File: src/rtl/bin_a_bcd_seq.sv
// Sequential binary-to-BCD converter (double dabble), one operand bit per clock.
// Optional macro LEADING_ZERO_BLANK_EN adds the registered digit_en blanking output.
module bin_a_bcd_seq #(
    parameter int WIDTH  = 8,
    parameter int DIGITS = 3
) (
    input  logic                  clk,
    input  logic                  rst,
    input  logic                  start,
    input  logic [WIDTH-1:0]      bin,
    output logic                  busy,
    output logic                  done,
    output logic [4*DIGITS-1:0]   bcd,
    output logic                  overflow
`ifdef LEADING_ZERO_BLANK_EN
    ,
    output logic [DIGITS-1:0]     digit_en
`endif
);

    localparam int BW = 4 * DIGITS;
    localparam int CW = $clog2(WIDTH + 1);

    generate
        if (WIDTH < 1 || DIGITS < 1) begin : g_bad_params
            $error("bin_a_bcd_seq: WIDTH and DIGITS must both be >= 1");
        end
    endgenerate

    typedef enum logic {IDLE, SHIFT} state_t;

    state_t          state_q, state_d;
    logic [BW-1:0]   dig_q, dig_d;
    logic [WIDTH-1:0] opd_q, opd_d;
    logic [CW-1:0]   cnt_q, cnt_d;
    logic            oacc_q, oacc_d;
    logic [BW-1:0]   bcd_q, bcd_d;
    logic            ovf_q, ovf_d;
    logic            done_q, done_d;
    logic [BW-1:0]   adj;
    logic [BW-1:0]   dig_sh;
    logic [WIDTH-1:0] opd_sh;
    logic            carry;

    // All digits are corrected in parallel from their pre-shift values.
    function automatic logic [BW-1:0] add3(input logic [BW-1:0] d);
        logic [BW-1:0] r;
        r = d;
        for (int k = 0; k < DIGITS; k++) begin
            if (d[4*k +: 4] >= 4'd5) r[4*k +: 4] = d[4*k +: 4] + 4'd3;
        end
        return r;
    endfunction

`ifdef LEADING_ZERO_BLANK_EN
    logic [DIGITS-1:0] en_q, en_d;

    function automatic logic [DIGITS-1:0] lead_en(input logic [BW-1:0] d, input logic ovf);
        logic [DIGITS-1:0] r;
        logic              seen;
        seen = 1'b0;
        r    = '0;
        for (int k = DIGITS - 1; k >= 0; k--) begin
            seen = seen | (d[4*k +: 4] != 4'd0);
            r[k] = seen | ovf | (k == 0);
        end
        return r;
    endfunction
`endif

    always_comb begin
        adj                    = add3(dig_q);
        {carry, dig_sh, opd_sh} = {adj, opd_q, 1'b0};
    end

    always_comb begin
        state_d = state_q;
        dig_d   = dig_q;
        opd_d   = opd_q;
        cnt_d   = cnt_q;
        oacc_d  = oacc_q;
        bcd_d   = bcd_q;
        ovf_d   = ovf_q;
        done_d  = 1'b0;
`ifdef LEADING_ZERO_BLANK_EN
        en_d    = en_q;
`endif
        case (state_q)
            IDLE: begin
                if (start) begin
                    state_d = SHIFT;
                    opd_d   = bin;
                    dig_d   = '0;
                    oacc_d  = 1'b0;
                    cnt_d   = CW'(WIDTH);
                end
            end
            SHIFT: begin
                dig_d  = dig_sh;
                opd_d  = opd_sh;
                cnt_d  = cnt_q - 1'b1;
                oacc_d = oacc_q | carry;
                // Last shift: publish the result on this same edge.
                if (cnt_q == CW'(1)) begin
                    state_d = IDLE;
                    bcd_d   = dig_sh;
                    ovf_d   = oacc_q | carry;
                    done_d  = 1'b1;
`ifdef LEADING_ZERO_BLANK_EN
                    en_d    = lead_en(dig_sh, oacc_q | carry);
`endif
                end
            end
            default: state_d = IDLE;
        endcase
    end

    always_ff @(posedge clk or posedge rst) begin
        if (rst) begin
            state_q <= IDLE;
            dig_q   <= '0;
            opd_q   <= '0;
            cnt_q   <= '0;
            oacc_q  <= 1'b0;
            bcd_q   <= '0;
            ovf_q   <= 1'b0;
            done_q  <= 1'b0;
`ifdef LEADING_ZERO_BLANK_EN
            en_q    <= DIGITS'(1);
`endif
        end else begin
            state_q <= state_d;
            dig_q   <= dig_d;
            opd_q   <= opd_d;
            cnt_q   <= cnt_d;
            oacc_q  <= oacc_d;
            bcd_q   <= bcd_d;
            ovf_q   <= ovf_d;
            done_q  <= done_d;
`ifdef LEADING_ZERO_BLANK_EN
            en_q    <= en_d;
`endif
        end
    end

    assign busy     = (state_q == SHIFT);
    assign done     = done_q;
    assign bcd      = bcd_q;
    assign overflow = ovf_q;
`ifdef LEADING_ZERO_BLANK_EN
    assign digit_en = en_q;
`endif

endmodule

File: config.mk
export PLATFORM = sky130hd
export DESIGN_NAME = bin_a_bcd_seq
export DESIGN_NICKNAME = d
export VERILOG_FILES = /design/src/rtl/bin_a_bcd_seq.sv
export SDC_FILE = /design/constraint.sdc
export NUM_CORES = 1
export LEC_CHECK = 0
export ABC_AREA = 1
export BUFFER_PORTS_ARGS = -buffer_cell sky130_fd_sc_hd__buf_2
export CAP_MARGIN = 20
export CORE_MARGIN = 5
export CORE_UTILIZATION = 53
export CTS_BUF_LIST = sky130_fd_sc_hd__clkbuf_8
export DETAILED_ROUTE_END_ITERATION = 10
export GPL_ROUTABILITY_DRIVEN = 0
export PLACE_DENSITY = 0.8
export SKIP_CTS_REPAIR_TIMING = 1
export SLEW_MARGIN = 20
export SYNTH_ARGS = -nofsm -noshare
export SYNTH_HDL_FRONTEND = slang
export SYNTH_SLANG_ARGS = --single-unit
File: constraint.sdc
create_clock -name clk -period 1.4 [get_ports clk]
set_clock_uncertainty 0.1 [all_clocks]
set_input_delay 0.14 -clock clk [delete_from_list [all_inputs] [get_ports clk]]
set_output_delay 0.14 -clock clk [all_outputs]
set_load 0.05 [all_outputs]
==> results of run 1 <==
[power by group through the flow]
stage | logic, uW | clock network, uW | registers, uW
2_1_floorplan | 1610 | 0 | 2670
3_3_place_gp | 2970 | 0 | 2050
3_5_place_dp | 3060 | 0 | 2080
4_1_cts | 3080 | 1010 | 2070
5_1_grt | 4600 | 1080 | 2200
6_report | 4210 | 1000 | 2130
[path summary, 6_finish.rpt]
path,startpoint,to,slack [ns],depth (start not counted)
max in group asynchronous,rst,opd_q[3],0.64,4
max reg2reg,cnt_q[1],bcd[5],-0.04,8
min reg2reg,bcd[2],bcd[2],0.38,2
max,cnt_q[1],bcd[5],-0.04,8
min,bin[7],opd_q[7],-0.006,3
min in group asynchronous,rst,dig_q[9],0.34,4
[cell type report]
type | count | area (um2)
clock buffers | 6 | 82.6
inverters | 22 | 87.6
repair inverters | 1 | 5.00
fillers | 209 | 676
multi-input cells | 156 | 978
repair buffers | 61 | 460
flip-flops and latches | 40 | 1000
well taps | 46 | 57.6
clock inverters | 2 | 38.8
[logic make-up (layout without fill, tap and decap cells)]
logic type                 count (synthesis)  after routing
AOI/OAI and AO/OA                         27             27
adders and majority gates                  8              8
buffers and inverters                     27             92
DFF                                       40             40
and+or+nand+nor                          121            121
[metal layers]
| metal | up-vias | wire, um | share of wire | global-route usage |
|---|---|---|---|---|
| met2 | 62 | 2680 | 0.53 | 0.300 |
| li1 | 851 | - | - | - |
| met1 | 884 | 1990 | 0.39 | 0.223 |
| met3 | 9 | 301 | 0.059 | 0.0565 |
| met5 | - | 0 | 0 | 0 |
| met4 | 0 | 102 | 0.020 | 0.0574 |
[cell usage after synthesis (3+ instances only)]
cell type	n	area (um2)
dfrtp_1	40	1000
o21ai_0	14	70.1
buf_2	3	15.0
inv_1	19	71.3
nand3_1	30	150
o211ai_1	3	22.5
nor2_1	5	18.8
ha_1	8	100
o22ai_1	5	31.3
inv_2	3	11.3
nand2_1	84	315
[critical path: stages, from the launching register on]
cell      delay, ns
dfrtp_1        0.39
inv_2          0.08
ha_4           0.13
nand2_4        0.05
nor3_4         0.14
buf_6          0.14
clkinv_2       0.13
nand2_1        0.12
nand2_1        0.06
[cell usage in the layout (no fill, tap or decap), drive strengths merged, types with 3 or more instances in the layout]
cell          n
nand2        84
buf          53
clkbuf        6
ha            8
clkinv        3
o21ai        15
dlygate4sd3   8
dfrtp        40
o22ai         5
nand3        30
inv          21
o211ai        3
nor2          6
[metrics by stage]
step	utilization	total power, uW	instance area (um2)
floorplan	-	4280	1890
global placement	0.633	5020	2140
detailed placement	0.633	5140	2140
CTS	0.669	6150	2270
global route	0.801	7880	2710
finish	0.801	7350	2710
[flip-flops by register name (all words and copies together), names as in the netlist]
signal and flops:
bcd 12, done 1, cnt_q 4, opd_q 8
dig_q 12, busy 1, oacc_q 1, overflow 1
==> metrics.json, run 1 <==
{
  "status": {"value": "complete, but fails checks"},
  "failing_checks": {"value": "hold timing, setup timing"},
  "routedWlPerCell": {"value": 15.2, "unit": "um"},
  "timing_worst_setup_path_type": {"value": "flip-flop to flip-flop"},
  "drtAntennaViolNets": {"value": 0},
  "vias_after_detailed_routing": {"value": 1806},
  "share_of_the_synthesized_area_in_compound_gates_ao_oa_aoi_oai": {"value": 0.0850},
  "die-area": {"value": 0.00485, "unit": "mm2"},
  "largest_net_degree_at_the_start_of_global_routing": {"value": 41},
  "holdCritPathClass": {"value": "primary input to flip-flop"},
  "antenna_found_initial": {"value": 0},
  "finalWorstSetupSlack": {"value": -0.0450, "unit": "ns"},
  "synth-simple-area-share": {"value": 0.269},
  "period_share": {"value": 1.03},
  "synthXorXnorAreaFrac": {"value": 0},
  "layout.nets": {"value": 306},
  "firstDrtPassIters": {"value": 4},
  "synth-main-ff-cell": {"value": "dfrtp_1"},
  "hpwlAfterDp": {"value": 2.82, "unit": "mm"},
  "p_comb_frac": {"value": 0.573},
  "main_combinational_cell_family_by_area_after_synthesis": {"value": "simple AND/OR/NAND/NOR gates"},
  "numPortBuffers": {"value": 25},
  "total_i_o_pin_count": {"value": 26},
  "syn-instance-count": {"value": 223},
  "synth_sequential_area_ratio": {"value": 0.531},
  "worst_hold_slack": {"value": -0.00643, "unit": "ns"},
  "total_switching_power": {"value": 3500, "unit": "uW"},
  "ir_drop": {"value": 0.00128, "unit": "V"},
  "synth-adder-area-share": {"value": 0.0531},
  "globalRouteOverflowTotal": {"value": 0},
  "number_of_antenna_diodes": {"value": 0},
  "cts_tree": {"value": "done"},
  "synth-warning-count": {"value": 0},
  "ctsHtreeMaxLevel": {"value": 2},
  "die_w": {"value": 69.6, "unit": "um"},
  "share_seq_of_total_power": {"value": 0.291},
  "number_of_enable_flip_flop_cells_after_synthesis": {"value": 0},
  "setup.worst_path.end_class": {"value": "flip-flop"},
  "power_switching_share": {"value": 0.476},
  "syn_area": {"value": 0.00188, "unit": "mm2"},
  "final-hold-violation-count": {"value": 1},
  "static-leakage-power": {"value": 0.00137, "unit": "uW"},
  "ys_types": {"value": 20},
  "timing_max_transition_violations_final": {"value": 0},
  "clk_sinks": {"value": 40},
  "path_max_fanout": {"value": 8},
  "finalWorstPathRequiredPeriod": {"value": 1.44, "unit": "ns"},
  "max-slew-margin-rel": {"value": 0.807},
  "route.detailed.vias_per_inst": {"value": 5.41},
  "totalWireLength": {"value": 5.07, "unit": "mm"},
  "setup_total_negative_slack": {"value": -0.230, "unit": "ns"},
  "postSynthRegisterBits": {"value": 40},
  "critical_path.startpoint_type": {"value": "flip-flop"},
  "clk_latency": {"value": 0.29, "unit": "ns"},
  "synth-async-reset-ratio": {"value": 1.00},
  "chipHeight": {"value": 69.6, "unit": "um"},
  "timing.fmax": {"value": 0.692, "unit": "GHz"},
  "post_route_cells_drive_above_1_share": {"value": 0.406},
  "synthesized_area_divided_by_synthesized_cell_count": {"value": 8.45, "unit": "um2"},
  "drv.max_cap_violation_count": {"value": 0},
  "clock_power_share": {"value": 0.136},
  "grtUsageTotal": {"value": 0.180},
  "cts_buffers": {"value": 5},
  "power.density": {"value": 2710, "unit": "mW/mm2"},
  "placeableCoreArea": {"value": 0.00339, "unit": "mm2"},
  "mux_share_of_post_synthesis_cell_area": {"value": 0},
  "dp_worst_setup_slack": {"value": -0.0636, "unit": "ns"},
  "grt_first_pass_wirelength": {"value": 7.07, "unit": "mm"},
  "dp_cells": {"value": 302},
  "clk_pin_slew": {"value": 0.09, "unit": "ns"},
  "route.detailed.drc": {"value": 0},
  "tightest_pin_transition": {"value": 0.287, "unit": "ns"},
  "required": {"value": 1.48, "unit": "ns"},
  "grt_pass1_vias": {"value": 1589},
  "cp.arrival": {"value": 1.53, "unit": "ns"},
  "floorplan.initialDensity": {"value": 0.556},
  "starting_drc_count_in_detailed_routing": {"value": 138},
  "fin_cells": {"value": 334},
  "count_of_final_setup_violators": {"value": 11},
  "power_report.internal_total": {"value": 3850, "unit": "uW"},
  "areaGrowthSynthToFinish": {"value": 44.0, "unit": "%"},
  "grt_setup_unrepaired": {"value": "yes"},
  "syn_nets": {"value": 242},
  "cts.path.max_buffers": {"value": 2},
  "ctsRootBufferMaster": {"value": "clkbuf_8"},
  "num_rows": {"value": 21}
}
No activity file was read; power rests on OpenSTA's default activity.
==> run 2, diff against run 1 <==
--- a/config.mk
+++ b/config.mk
@@ -9,13 +9,13 @@
 export BUFFER_PORTS_ARGS = -buffer_cell sky130_fd_sc_hd__buf_2
 export CAP_MARGIN = 20
 export CORE_MARGIN = 5
-export CORE_UTILIZATION = 53
+export CORE_UTILIZATION = 35
 export CTS_BUF_LIST = sky130_fd_sc_hd__clkbuf_8
 export DETAILED_ROUTE_END_ITERATION = 10
 export GPL_ROUTABILITY_DRIVEN = 0
-export PLACE_DENSITY = 0.8
+export PLACE_DENSITY = 0.58
 export SKIP_CTS_REPAIR_TIMING = 1
-export SLEW_MARGIN = 20
+export SLEW_MARGIN = 0
 export SYNTH_ARGS = -nofsm -noshare
 export SYNTH_HDL_FRONTEND = slang
 export SYNTH_SLANG_ARGS = --single-unit
==> run 2 against run 1 <==
The flow still finishes with violations (hold timing, setup timing). Non-clock buffer count increased by 3. First-iteration DRC count decreased by 54%. Largest cell class unchanged. Sequential cell count unchanged. Setup slack improved by 0.00082 ns.
==> metrics.json, run 2 (same netlist as run 1, synthesis figures left out) <==
{
  "drtAntennaViolNets": {"value": 0},
  "clk_pin_slew": {"value": 0.08, "unit": "ns"},
  "failing_checks": {"value": "hold timing, setup timing"},
  "number_of_antenna_diodes": {"value": 0},
  "grt_pass1_vias": {"value": 1542},
  "timing.fmax": {"value": 0.692, "unit": "GHz"},
  "grt_first_pass_wirelength": {"value": 7.08, "unit": "mm"},
  "power.density": {"value": 2620, "unit": "mW/mm2"},
  "totalWireLength": {"value": 4.61, "unit": "mm"},
  "drv.max_cap_violation_count": {"value": 0},
  "grtUsageTotal": {"value": 0.124},
  "hpwlAfterDp": {"value": 2.85, "unit": "mm"},
  "globalRouteOverflowTotal": {"value": 0},
  "placeableCoreArea": {"value": 0.00517, "unit": "mm2"},
  "layout_commonest_cell": {"value": "nand2_1"},
  "layout.nets": {"value": 310},
  "ir_drop": {"value": 0.00102, "unit": "V"},
  "max-slew-margin-rel": {"value": 0.809},
  "period_share": {"value": 1.03},
  "num_rows": {"value": 26},
  "holdCritPathClass": {"value": "primary input to flip-flop"},
  "die_w": {"value": 83.4, "unit": "um"},
  "timing_worst_setup_path_type": {"value": "flip-flop to output pin"},
  "design_power_total": {"value": 7070, "unit": "uW"},
  "final-hold-violation-count": {"value": 1},
  "cts.path.max_buffers": {"value": 2},
  "die-area": {"value": 0.00695, "unit": "mm2"},
  "starting_drc_count_in_detailed_routing": {"value": 64},
  "firstDrtPassIters": {"value": 6},
  "most-common-layout-cells": {"value": "nand2_1 (69), dfrtp_1 (38), buf_4 (27), buf_2 (24), nand3_1 (22)"},
  "worst_hold_slack": {"value": -0.0159, "unit": "ns"},
  "ctsHtreeMaxLevel": {"value": 2},
  "routedWlPerCell": {"value": 12.7, "unit": "um"},
  "numPortBuffers": {"value": 25},
  "dp_worst_setup_slack": {"value": -0.0622, "unit": "ns"},
  "count_of_final_setup_violators": {"value": 14},
  "cp.arrival": {"value": 1.20, "unit": "ns"},
  "areaGrowthSynthToFinish": {"value": 43.2, "unit": "%"},
  "finalWorstPathRequiredPeriod": {"value": 1.44, "unit": "ns"},
  "status": {"value": "complete, but fails checks"},
  "critical_path.startpoint_type": {"value": "flip-flop"},
  "chipHeight": {"value": 83.4, "unit": "um"},
  "grt_setup_unrepaired": {"value": "yes"},
  "finalWorstSetupSlack": {"value": -0.0442, "unit": "ns"},
  "setup.worst_path.end_class": {"value": "output pin"},
  "path_max_fanout": {"value": 14},
  "required": {"value": 1.16, "unit": "ns"},
  "vias_after_detailed_routing": {"value": 1701},
  "tightest_pin_transition": {"value": 0.283, "unit": "ns"},
  "route.detailed.vias_per_inst": {"value": 4.70},
  "floorplan.initialDensity": {"value": 0.364},
  "filler_cell_count": {"value": 473},
  "route.detailed.drc": {"value": 0},
  "total_i_o_pin_count": {"value": 26},
  "clk_latency": {"value": 0.29, "unit": "ns"},
  "ctsRootBufferMaster": {"value": "clkbuf_8"},
  "antenna_found_initial": {"value": 0},
  "static-leakage-power": {"value": 0.00137, "unit": "uW"},
  "clk_sinks": {"value": 40},
  "post_route_cells_drive_above_1_share": {"value": 0.394},
  "cts_buffers": {"value": 5},
  "largest_net_degree_at_the_start_of_global_routing": {"value": 41},
  "timing_max_transition_violations_final": {"value": 0},
  "cts_tree": {"value": "done"}
}
run 2: path summary, 6_finish.rpt:
check                      depth (start not counted)        to     start  slack (ns)
max                                                2      busy      busy       -0.04
min                                                3  opd_q[7]    bin[7]       -0.02
min in group asynchronous                          4    bcd[6]       rst        0.33
max reg2reg                                        9    bcd[2]  cnt_q[1]       -0.04
max in group asynchronous                          4      busy       rst        0.66
min reg2reg                                        2    bcd[9]    bcd[9]        0.38
run 2: critical path, stage by stage (launching register included):
cell,delay (ns)
dfrtp_2,0.44
buf_4,0.25
buf_4,0.23
run 2: metrics by stage:
| stage | utilization | area [um2] | TNS (ns) | instances |
|---|---|---|---|---|
| 2_1_floorplan | - | 1890 | 0 | 223 |
| 3_3_place_gp | 0.425 | 2200 | -0.0485 | 329 |
| 3_5_place_dp | 0.425 | 2200 | -0.185 | 329 |
| 4_1_cts | 0.446 | 2310 | -0.821 | 337 |
| 5_1_grt | 0.522 | 2700 | -1.85 | 362 |
| 6_report | 0.522 | 2700 | -0.444 | 362 |
run 2: layout make-up:
class / count / area, um2 / share of cell area
inverters: 22 / 87.6 / 0.0325
clock inverters: 3 / 42.5 / 0.0158
clock buffers: 5 / 68.8 / 0.0255
repair buffers: 64 / 472 / 0.175
well taps: 70 / 87.6 / 0.0325
repair inverters: 2 / 13.8 / 0.00510
multi-input cells: 156 / 922 / 0.342
flip-flops and latches: 40 / 1000 / 0.372
run 2: per-layer routing:
metal / part of all wire / global-route usage
met2: 0.46 / 0.201
met5: 0 / 0
met3: 0.058 / 0.0356
met4: 0.026 / 0.0461
met1: 0.45 / 0.156
run 2: where the power goes:
| group | switching (uW) | internal [uW] | leakage (uW) |
|---|---|---|---|
| Sequential | 402 | 1690 | 0.000497 |
| Combinational | 2480 | 1560 | 0.000814 |
| Clock | 416 | 528 | 0.0000541 |
